<file path="config.mk">
export PLATFORM = sky130hd
export DESIGN_NAME = uart_axil_regs_flat
export DESIGN_NICKNAME = d
export VERILOG_FILES = /design/src/rtl/uart_axil_regs_if.sv /design/src/rtl/uart_axil_regs.sv /design/src/flat_wrapper.sv
export SDC_FILE = /design/constraint.sdc
export NUM_CORES = 1
export LEC_CHECK = 0
export CORE_ASPECT_RATIO = 0.6
export CORE_UTILIZATION = 36
export DETAILED_ROUTE_END_ITERATION = 7
export GPL_TIMING_DRIVEN = 0
export PLACE_DENSITY = 0.88
export SLEW_MARGIN = 10
export SYNTH_ARGS = -nofsm -noshare
export SYNTH_HDL_FRONTEND = slang
export SYNTH_SLANG_ARGS = --single-unit
export TNS_END_PERCENT = 30
</file>
<file path="constraint.sdc">
create_clock -name S_AXI_ACLK -period 1.5 [get_ports S_AXI_ACLK]
set_input_delay 0.3 -clock S_AXI_ACLK [delete_from_list [all_inputs] [get_ports S_AXI_ACLK]]
set_output_delay 0.3 -clock S_AXI_ACLK [all_outputs]
set_load 0.03 [all_outputs]
</file>
<file path="src/rtl/uart_axil_regs_if.sv">
`default_nettype none
// ============================================================================
//  Module      : uart_axil_regs_if
//  Description : AXI4-Lite slave bundle for the UART register block.
//                The master modport drives requests and the slave modport
//                drives ready, response and read data.
//  Revision    : 1.0  initial release
// ============================================================================
interface uart_axil_regs_if #(
    parameter int C_S_AXI_DATA_WIDTH = 32,
    parameter int C_S_AXI_ADDR_WIDTH = 5
);
    // Write address channel
    logic [C_S_AXI_ADDR_WIDTH-1:0]     S_AXI_AWADDR;
    logic [2:0]                        S_AXI_AWPROT;
    logic                              S_AXI_AWVALID;
    logic                              S_AXI_AWREADY;
    // Write data channel
    logic [C_S_AXI_DATA_WIDTH-1:0]     S_AXI_WDATA;
    logic [C_S_AXI_DATA_WIDTH/8-1:0]   S_AXI_WSTRB;
    logic                              S_AXI_WVALID;
    logic                              S_AXI_WREADY;
    // Write response channel
    logic [1:0]                        S_AXI_BRESP;
    logic                              S_AXI_BVALID;
    logic                              S_AXI_BREADY;
    // Read address channel
    logic [C_S_AXI_ADDR_WIDTH-1:0]     S_AXI_ARADDR;
    logic [2:0]                        S_AXI_ARPROT;
    logic                              S_AXI_ARVALID;
    logic                              S_AXI_ARREADY;
    // Read data channel
    logic [C_S_AXI_DATA_WIDTH-1:0]     S_AXI_RDATA;
    logic [1:0]                        S_AXI_RRESP;
    logic                              S_AXI_RVALID;
    logic                              S_AXI_RREADY;

    modport master (
        output S_AXI_AWADDR, S_AXI_AWPROT, S_AXI_AWVALID,
        input  S_AXI_AWREADY,
        output S_AXI_WDATA, S_AXI_WSTRB, S_AXI_WVALID,
        input  S_AXI_WREADY,
        input  S_AXI_BRESP, S_AXI_BVALID,
        output S_AXI_BREADY,
        output S_AXI_ARADDR, S_AXI_ARPROT, S_AXI_ARVALID,
        input  S_AXI_ARREADY,
        input  S_AXI_RDATA, S_AXI_RRESP, S_AXI_RVALID,
        output S_AXI_RREADY
    );

    modport slave (
        input  S_AXI_AWADDR, S_AXI_AWPROT, S_AXI_AWVALID,
        output S_AXI_AWREADY,
        input  S_AXI_WDATA, S_AXI_WSTRB, S_AXI_WVALID,
        output S_AXI_WREADY,
        output S_AXI_BRESP, S_AXI_BVALID,
        input  S_AXI_BREADY,
        input  S_AXI_ARADDR, S_AXI_ARPROT, S_AXI_ARVALID,
        output S_AXI_ARREADY,
        output S_AXI_RDATA, S_AXI_RRESP, S_AXI_RVALID,
        input  S_AXI_RREADY
    );
endinterface
`default_nettype wire

</file>
<file path="src/rtl/uart_axil_regs.sv">
`default_nettype none
// ============================================================================
//  Module      : uart_axil_regs
//  Description : AXI4-Lite register block for the AXI-Stream UART. Holds the
//                baud prescaler, parity mode and stop-bit configuration and
//                reports RX/TX status flags read-only.
//  Revision    : 1.0  initial release
// ============================================================================
module uart_axil_regs #(
    parameter int          C_S_AXI_DATA_WIDTH = 32,
    parameter int          C_S_AXI_ADDR_WIDTH = 5,
    parameter logic [15:0] RESET_PRESCALER    = 16'd10,
    parameter logic [2:0]  RESET_PARITY       = 3'd0,
    parameter logic        RESET_STOP_BITS    = 1'b0
) (
    input  wire                    S_AXI_ACLK,
    input  wire                    S_AXI_ARESETN,
    uart_axil_regs_if.slave        s_axi,
    output logic [15:0]            PR_DIV,
    output logic                   STOP_BITS,
    output logic [2:0]             PARITY,
    input  wire                    RXE,
    input  wire                    TXF,
    input  wire                    RXB,
    input  wire                    TXB
);

    // Word indices within the 32-byte window
    localparam logic [2:0] c_idx_presc  = 3'd0;
    localparam logic [2:0] c_idx_config = 3'd1;
    localparam logic [2:0] c_idx_status = 3'd2;

    logic        r_wr_ready;
    logic        r_bvalid;
    logic        r_arready;
    logic        r_rvalid;
    logic [31:0] r_rdata;
    logic [15:0] r_pr_div;
    logic [2:0]  r_parity;
    logic        r_stop_bits;

    logic        w_wr_start;
    logic        w_rd_start;
    logic [2:0]  w_wr_idx;
    logic [2:0]  w_rd_idx;
    logic [31:0] w_rd_data;

    // Address and data are accepted together; a held response blocks new writes.
    assign w_wr_start = s_axi.S_AXI_AWVALID && s_axi.S_AXI_WVALID && !r_bvalid && !r_wr_ready;
    assign w_rd_start = s_axi.S_AXI_ARVALID && !r_rvalid && !r_arready;
    assign w_wr_idx   = s_axi.S_AXI_AWADDR[4:2];
    assign w_rd_idx   = s_axi.S_AXI_ARADDR[4:2];

    assign s_axi.S_AXI_AWREADY = r_wr_ready;
    assign s_axi.S_AXI_WREADY  = r_wr_ready;
    assign s_axi.S_AXI_BVALID  = r_bvalid;
    assign s_axi.S_AXI_BRESP   = 2'b00;
    assign s_axi.S_AXI_ARREADY = r_arready;
    assign s_axi.S_AXI_RVALID  = r_rvalid;
    assign s_axi.S_AXI_RDATA   = r_rdata;
    assign s_axi.S_AXI_RRESP   = 2'b00;

    assign PR_DIV    = r_pr_div;
    assign PARITY    = r_parity;
    assign STOP_BITS = r_stop_bits;

    // Write handshake pulse and response valid
    always_ff @(posedge S_AXI_ACLK or negedge S_AXI_ARESETN) begin
        if (!S_AXI_ARESETN) begin
            r_wr_ready <= 1'b0;
            r_bvalid   <= 1'b0;
        end else begin
            r_wr_ready <= w_wr_start;
            if (r_wr_ready) begin
                r_bvalid <= 1'b1;
            end else if (s_axi.S_AXI_BREADY) begin
                r_bvalid <= 1'b0;
            end
        end
    end

    // Configuration registers, updated with byte-lane gating on the handshake cycle
    always_ff @(posedge S_AXI_ACLK or negedge S_AXI_ARESETN) begin
        if (!S_AXI_ARESETN) begin
            r_pr_div    <= RESET_PRESCALER;
            r_parity    <= RESET_PARITY;
            r_stop_bits <= RESET_STOP_BITS;
        end else if (r_wr_ready) begin
            case (w_wr_idx)
                c_idx_presc: begin
                    if (s_axi.S_AXI_WSTRB[0]) r_pr_div[7:0]  <= s_axi.S_AXI_WDATA[7:0];
                    if (s_axi.S_AXI_WSTRB[1]) r_pr_div[15:8] <= s_axi.S_AXI_WDATA[15:8];
                end
                c_idx_config: begin
                    if (s_axi.S_AXI_WSTRB[0]) begin
                        r_parity    <= s_axi.S_AXI_WDATA[2:0];
                        r_stop_bits <= s_axi.S_AXI_WDATA[4];
                    end
                end
                default: begin
                    // Status and unmapped words ignore writes
                end
            endcase
        end
    end

    // Read data selection from current register and status values
    always_comb begin
        w_rd_data = 32'd0;
        case (w_rd_idx)
            c_idx_presc:  w_rd_data = {16'd0, r_pr_div};
            c_idx_config: w_rd_data = {27'd0, r_stop_bits, 1'b0, r_parity};
            c_idx_status: w_rd_data = {28'd0, TXB, RXB, TXF, RXE};
            default:      w_rd_data = 32'd0;
        endcase
    end

    // Read handshake pulse, data capture and hold until accepted
    always_ff @(posedge S_AXI_ACLK or negedge S_AXI_ARESETN) begin
        if (!S_AXI_ARESETN) begin
            r_arready <= 1'b0;
            r_rvalid  <= 1'b0;
            r_rdata   <= 32'd0;
        end else begin
            r_arready <= w_rd_start;
            if (r_arready) begin
                r_rvalid <= 1'b1;
                r_rdata  <= w_rd_data;
            end else if (s_axi.S_AXI_RREADY) begin
                r_rvalid <= 1'b0;
            end
        end
    end

    // Inputs that carry no information for this block
    logic w_unused;
    assign w_unused = ^{s_axi.S_AXI_AWPROT, s_axi.S_AXI_ARPROT,
                        s_axi.S_AXI_AWADDR[1:0], s_axi.S_AXI_ARADDR[1:0],
                        s_axi.S_AXI_WDATA[31:16], s_axi.S_AXI_WDATA[3],
                        s_axi.S_AXI_WDATA[7:5], s_axi.S_AXI_WSTRB[3:2]};

endmodule
`default_nettype wire

</file>
<file path="src/flat_wrapper.sv">
// flat-port wrapper written by rule: the top's interface ports become plain ports
module uart_axil_regs_flat 
#(
    parameter int          C_S_AXI_DATA_WIDTH = 32,
    parameter int          C_S_AXI_ADDR_WIDTH = 5,
    parameter logic [15:0] RESET_PRESCALER    = 16'd10,
    parameter logic [2:0]  RESET_PARITY       = 3'd0,
    parameter logic        RESET_STOP_BITS    = 1'b0
)
  (S_AXI_ACLK, S_AXI_ARESETN, PR_DIV, STOP_BITS, PARITY, RXE, TXF, RXB, TXB, s_axi_S_AXI_AWADDR, s_axi_S_AXI_AWPROT, s_axi_S_AXI_AWVALID, s_axi_S_AXI_AWREADY, s_axi_S_AXI_WDATA, s_axi_S_AXI_WSTRB, s_axi_S_AXI_WVALID, s_axi_S_AXI_WREADY, s_axi_S_AXI_BRESP, s_axi_S_AXI_BVALID, s_axi_S_AXI_BREADY, s_axi_S_AXI_ARADDR, s_axi_S_AXI_ARPROT, s_axi_S_AXI_ARVALID, s_axi_S_AXI_ARREADY, s_axi_S_AXI_RDATA, s_axi_S_AXI_RRESP, s_axi_S_AXI_RVALID, s_axi_S_AXI_RREADY);
  uart_axil_regs_if #(.C_S_AXI_DATA_WIDTH(C_S_AXI_DATA_WIDTH), .C_S_AXI_ADDR_WIDTH(C_S_AXI_ADDR_WIDTH)) s_axi_i ();
  input  wire S_AXI_ACLK;
  input  wire S_AXI_ARESETN;
  output logic [15:0] PR_DIV;
  output logic STOP_BITS;
  output logic [2:0] PARITY;
  input  wire RXE;
  input  wire TXF;
  input  wire RXB;
  input  wire TXB;
  input wire logic [$bits(s_axi_i.S_AXI_AWADDR)-1:0] s_axi_S_AXI_AWADDR;
  input wire logic [$bits(s_axi_i.S_AXI_AWPROT)-1:0] s_axi_S_AXI_AWPROT;
  input wire logic [$bits(s_axi_i.S_AXI_AWVALID)-1:0] s_axi_S_AXI_AWVALID;
  output wire logic [$bits(s_axi_i.S_AXI_AWREADY)-1:0] s_axi_S_AXI_AWREADY;
  input wire logic [$bits(s_axi_i.S_AXI_WDATA)-1:0] s_axi_S_AXI_WDATA;
  input wire logic [$bits(s_axi_i.S_AXI_WSTRB)-1:0] s_axi_S_AXI_WSTRB;
  input wire logic [$bits(s_axi_i.S_AXI_WVALID)-1:0] s_axi_S_AXI_WVALID;
  output wire logic [$bits(s_axi_i.S_AXI_WREADY)-1:0] s_axi_S_AXI_WREADY;
  output wire logic [$bits(s_axi_i.S_AXI_BRESP)-1:0] s_axi_S_AXI_BRESP;
  output wire logic [$bits(s_axi_i.S_AXI_BVALID)-1:0] s_axi_S_AXI_BVALID;
  input wire logic [$bits(s_axi_i.S_AXI_BREADY)-1:0] s_axi_S_AXI_BREADY;
  input wire logic [$bits(s_axi_i.S_AXI_ARADDR)-1:0] s_axi_S_AXI_ARADDR;
  input wire logic [$bits(s_axi_i.S_AXI_ARPROT)-1:0] s_axi_S_AXI_ARPROT;
  input wire logic [$bits(s_axi_i.S_AXI_ARVALID)-1:0] s_axi_S_AXI_ARVALID;
  output wire logic [$bits(s_axi_i.S_AXI_ARREADY)-1:0] s_axi_S_AXI_ARREADY;
  output wire logic [$bits(s_axi_i.S_AXI_RDATA)-1:0] s_axi_S_AXI_RDATA;
  output wire logic [$bits(s_axi_i.S_AXI_RRESP)-1:0] s_axi_S_AXI_RRESP;
  output wire logic [$bits(s_axi_i.S_AXI_RVALID)-1:0] s_axi_S_AXI_RVALID;
  input wire logic [$bits(s_axi_i.S_AXI_RREADY)-1:0] s_axi_S_AXI_RREADY;
  assign s_axi_i.S_AXI_AWADDR = s_axi_S_AXI_AWADDR;
  assign s_axi_i.S_AXI_AWPROT = s_axi_S_AXI_AWPROT;
  assign s_axi_i.S_AXI_AWVALID = s_axi_S_AXI_AWVALID;
  assign s_axi_S_AXI_AWREADY = s_axi_i.S_AXI_AWREADY;
  assign s_axi_i.S_AXI_WDATA = s_axi_S_AXI_WDATA;
  assign s_axi_i.S_AXI_WSTRB = s_axi_S_AXI_WSTRB;
  assign s_axi_i.S_AXI_WVALID = s_axi_S_AXI_WVALID;
  assign s_axi_S_AXI_WREADY = s_axi_i.S_AXI_WREADY;
  assign s_axi_S_AXI_BRESP = s_axi_i.S_AXI_BRESP;
  assign s_axi_S_AXI_BVALID = s_axi_i.S_AXI_BVALID;
  assign s_axi_i.S_AXI_BREADY = s_axi_S_AXI_BREADY;
  assign s_axi_i.S_AXI_ARADDR = s_axi_S_AXI_ARADDR;
  assign s_axi_i.S_AXI_ARPROT = s_axi_S_AXI_ARPROT;
  assign s_axi_i.S_AXI_ARVALID = s_axi_S_AXI_ARVALID;
  assign s_axi_S_AXI_ARREADY = s_axi_i.S_AXI_ARREADY;
  assign s_axi_S_AXI_RDATA = s_axi_i.S_AXI_RDATA;
  assign s_axi_S_AXI_RRESP = s_axi_i.S_AXI_RRESP;
  assign s_axi_S_AXI_RVALID = s_axi_i.S_AXI_RVALID;
  assign s_axi_i.S_AXI_RREADY = s_axi_S_AXI_RREADY;
  uart_axil_regs #(.C_S_AXI_DATA_WIDTH(C_S_AXI_DATA_WIDTH), .C_S_AXI_ADDR_WIDTH(C_S_AXI_ADDR_WIDTH), .RESET_PRESCALER(RESET_PRESCALER), .RESET_PARITY(RESET_PARITY), .RESET_STOP_BITS(RESET_STOP_BITS)) u_core (.S_AXI_ACLK(S_AXI_ACLK), .S_AXI_ARESETN(S_AXI_ARESETN), .s_axi(s_axi_i), .PR_DIV(PR_DIV), .STOP_BITS(STOP_BITS), .PARITY(PARITY), .RXE(RXE), .TXF(TXF), .RXB(RXB), .TXB(TXB));
endmodule
</file>
Word-level counts from Yosys, hierarchy flattened
Index checks and enable logic that the tools add are counted.
{ "classes": {"n_mux": 5, "n_reduce_logical": 16, "eq_ne": 3} }
{ "ops": {"columns": ["operator", "n"], "rows": [
  ["$pmux W16 S3", 1],
  ["$reduce_and A3 Y1", 3],
  ["$eq A3 B1 Y1 const B", 2],
  ["$logic_not A3 Y1", 2],
  ["$logic_and A1 B1 Y1", 5],
  ["$logic_not A1 Y1", 4],
  ["$mux W1", 4],
  ["$reduce_bool A2 Y1", 2],
  ["$eq A3 B2 Y1 const B", 1]
]} }
{ "word_totals": {"input_bits": 63, "output_inout_bits": 61, "wordCells": 33, "regBits": 56} }

Logic depth before layout (Yosys ltp)
{ "depth": {"depth_word": 3, "depth_mapped": 5, "ltp_nobuf": 3} }

Worst setup path before layout
No wires, ideal clock.
{ "synth_timing": {"kind": "reg-to-reg", "startpoint": "register u_core.r_wr_ready, in the netlist u_core.s_axi.S_AXI_AWREADY", "endpoint": "register u_core.r_pr_div[0], in the netlist u_core.PR_DIV[0]", "required_time_ns": 1.375, "slack_ns": 0.121, "setup_ns": 0.125, "path_stages_with_launch": 4, "arrival_ns": 1.254, "synth_period_minus_slack_ns": 1.379, "path_buffers": 1, "cell_sequence": "dfrtp_1 and4b_1 buf_6 mux2_2"} }
{ "synth_between": {"elab_chain_len": 1} }
{ "synth_lines": {"columns": ["item", "line_no", "rtl"], "rows": [
  ["start, declared", "uart_axil_regs.sv:33", "logic r_wr_ready;"],
  ["start signal, assigned", "uart_axil_regs.sv:73", "r_wr_ready <= w_wr_start;"],
  ["$reduce_and A3 Y1 (no source line)", null, null],
  ["end signal, assigned", "uart_axil_regs.sv:91", "if (s_axi.S_AXI_WSTRB[0]) r_pr_div[7:0] <= s_axi.S_AXI_WDATA[7:0];"],
  ["end, declared", "uart_axil_regs.sv:38", "logic [15:0] r_pr_div;"]
]} }
Every way passes these cells.
A chain may end at the register's enable or synchronous reset.

Worst setup path in the final report
{ "layout_timing": {"startpoint": "register u_core.r_pr_div[3], in the netlist u_core.PR_DIV[3]", "endpoint": "output PR_DIV[3]"} }
{ "layout_rtl": {"columns": ["item", "line_no", "rtl"], "rows": [
  ["end, declared", "flat_wrapper.sv:14", "output logic [15:0] PR_DIV;"]
]} }
No word-level cell between the ends.

==> flow_metrics.tcl <==
set metrics [dict create \
    status "finished clean" \
    worst-setup-path-type "flip-flop to output pin" \
    setup_viol 0 \
    p_per_area_nw_per_um2 1110 \
    rr_worst_depth 3 \
    hold_slack_ns 0.338 \
    cp_num_buf_inv 1 \
    ios 124 \
    synth_top_cell_area_share 0.498 \
    worst_setup_path_end_kind "output pin" \
    num_rows 20 \
    cts_tree "built" \
    nNetsFinal 320 \
    core_area_um2 5080 \
    fillers 441 \
    min_to "u_core.s_axi.S_AXI_RDATA[11]" \
    worst_r2r_endpoint "u_core.PR_DIV[8]" \
    wl_um 4240 \
    start_util 0.376 \
    cp_max_fo 3 \
    p_sw_frac 0.335 \
    yosysTopAreaCell "dfrtp_1" \
    ant_nets 0 \
    p_leak_nw 1.51 \
    rr_startpoint "u_core.s_axi.S_AXI_AWREADY" \
    crit_slowest_cell "dfstp_2" \
    seq_power_share 0.417 \
    clkLatencyLatePin_ns 0.29 \
    cts_root_buffer "clkbuf_8" \
    firstDrtPassIters 6 \
    seq_area_um2 1000 \
    final_cells 324 \
    vdd_drop_max_mv 0.684 \
    clkSlewWorstSetupHoldPaths_ns 0.08 \
    fin_skew_ns 0.00467 \
    cts_htree_levels 2 \
    grt_pass1_vias 1329 \
    power.internal_mw 2.14 \
    finalPower_mw 3.22 \
    final_common_cell "dfrtp_1" \
    ys_seq_elements 40 \
    grt_pass1_wl_um 6650 \
    cpPeakStageDelay_ns 0.56 \
    hold_viol 0 \
    io_buffers 74 \
    final_core_util 0.571 \
    syn_area_per_cell_um2 12.3 \
    place.gp.congestion 0.751 \
    synthCells 155 \
    synthXorXnorAreaFrac 0 \
    yosysUniqueCellTypes 26 \
    hold_class "input pin to flip-flop" \
    layout-drive-gt1-share 0.295 \
    final_cell_area_um2 2900 \
    ys_warn_count 0 \
    grt_usage 0.163 \
    die_height_um 58.4 \
    antenna_found_initial 0 \
    grt_max_degree 23 \
    dp.cells 315 \
    synth_top_family_by_area "multiplexers" \
    min_from "s_axi_S_AXI_ARADDR[3]" \
    finalCritPeriodShare 0.962 \
    multiInputGateArea_um2 702 \
    cp_data_required_time_ns 1.20 \
    final.setup.tns_ns 0 \
    overflow 0 \
    synthAdderAreaFrac 0 \
    cts_buffer_depth 2 \
    vias 1416 \
    die_w_um 96.1 \
    pre_cts_ws_ns -0.199 \
    drcViolationCount 0 \
    cp_data_arrival_time_ns 1.14 \
    synth_area_leaders "dfrtp_1, buf_4, mux2_2, mux2_4, o21ai_2" \
    synthesis.area_um2 1910 \
    dpl_cell_area_um2 2830 \
    fp.dieArea_um2 5610 \
    antenna_cells 0 \
    yosys.area_share.simple 0.0786 \
    fin_crit_ns 1.44 \
    wire_per_inst_um 13.1 \
    min_path_cells 4 \
    max-cap-violations 0 \
    synthMuxAreaShare 0.156 \
    cts_inserted_buffers 5 \
    comb_power_share 0.312 \
    yosysSeqAreaShare 0.525 \
    cts_sinks 40 \
    path_cells "clkdlybuf4s15_2" \
    rsz0062_at_grt "false" \
    fmax_mhz 693 \
    layout_common_cells "dfrtp_1, dlygate4sd2_1, clkdlybuf4s50_1" \
    area_growth_pct 51.9 \
    pwr-share-clk 0.271 \
    p_switching_mw 1.08 \
    worst_slack_ns 0.0577 \
    r2r_slack_ns 0.20 \
    drt_iter0_markers 20 \
    crit_family "flip-flops" \
    finalMaxSlewViolations 0 \
    vias_per_cell 4.37 \
    synth_compound_area_frac 0.0936 \
    place_hpwl_um 3240 \
    cp-start-kind "flip-flop" \
]
==> flip-flops by register name, summed over array words and instances, names as in the netlist <==
name,flops
u_core.PARITY,3
u_core.PR_DIV,16
u_core.STOP_BITS,1
u_core.s_axi.S_AXI_ARREADY,1
u_core.s_axi.S_AXI_AWREADY,1
u_core.s_axi.S_AXI_BVALID,1
u_core.s_axi.S_AXI_RDATA,16
u_core.s_axi.S_AXI_RVALID,1
==> kinds of logic (layout without fill, tap and decap cells) <==
kind of cell           after synthesis  in the layout
AND/OR/NAND/NOR                     24             24
other                                1             20
AO/OA/AOI/OAI                       22             22
multiplexers                        24             24
buffers and inverters               44            128
flip-flops                          40             40
==> how the worst max path moves through the flow <==
stage	from	to	slack (ns)	depth (start not counted)
global placement	S_AXI_ARESETN	u_core.PR_DIV[14]	-0.89	1
CTS	u_core.s_axi.S_AXI_AWREADY	s_axi_S_AXI_AWREADY	0.03	1
detailed placement	s_axi_S_AXI_AWADDR[3]	u_core.PR_DIV[8]	-0.20	5
finish	u_core.PR_DIV[3]	PR_DIV[3]	0.06	1
global route	u_core.PR_DIV[3]	PR_DIV[3]	0.02	1
floorplan	u_core.s_axi.S_AXI_AWREADY	u_core.PR_DIV[0]	0.12	3
==> power groups by stage <==
stage	logic (mW)	registers, mW	clock network (mW)
detailed placement	1.11	1.37	0
finish	1.00	1.34	0.873
global route	1.07	1.36	0.938
floorplan	0.345	1.64	0
CTS	1.01	1.34	0.905
global placement	1.09	1.36	0
==> worst reg2reg max path, stage by stage, from the launching register on <==
cell     delay (ns)
dfrtp_1        0.45
and4b_1        0.25
buf_6          0.17
mux2_4         0.32
==> synthesized netlist by cell type, drive strengths merged <==
| cell | instances |
|---|---|
| o21ai | 11 |
| dfrtp | 38 |
| nor3 | 2 |
| and2 | 3 |
| inv | 17 |
| a211oi | 3 |
| mux2i | 2 |
| a21boi | 3 |
| nor3b | 1 |
| nand2 | 11 |
| nor2 | 1 |
| nand2b | 1 |
| nand4 | 1 |
| mux2 | 22 |
| buf | 27 |
| a21o | 2 |
| o32ai | 3 |
| conb | 1 |
| nor4bb | 1 |
| and4b | 2 |
| dfstp | 2 |
| nor4b | 1 |
==> metal layers <==
layer | GRT usage | routed length, µm
met5 | 0 | 0
met1 | 0.212 | 2000
met3 | 0.0530 | 261
met4 | 0.0448 | 10
met2 | 0.263 | 1970
==> area by class of cell <==
| class | count | area share |
|---|---|---|
| Timing Repair Buffer | 76 | 0.250 |
| Buffer | 27 | 0.0733 |
| Sequential cell | 40 | 0.346 |
| Tap cell | 66 | 0.0284 |
| Clock inverter | 3 | 0.0147 |
| Clock buffer | 5 | 0.0237 |
| Multi-Input combinational cell | 90 | 0.242 |
| Inverter | 17 | 0.0220 |
==> timing repair <==
item / 4_1_cts / 5_1_grt
pin swaps: 0 / 0
gates resized for setup: 46 / 1
setup endpoints to repair: 41 / 1
setup buffers: 0 / 0
endpoints found under the hold margin: 17 / 0
hold buffers: 1 / 0
Power figures use the tool's default switching activity.
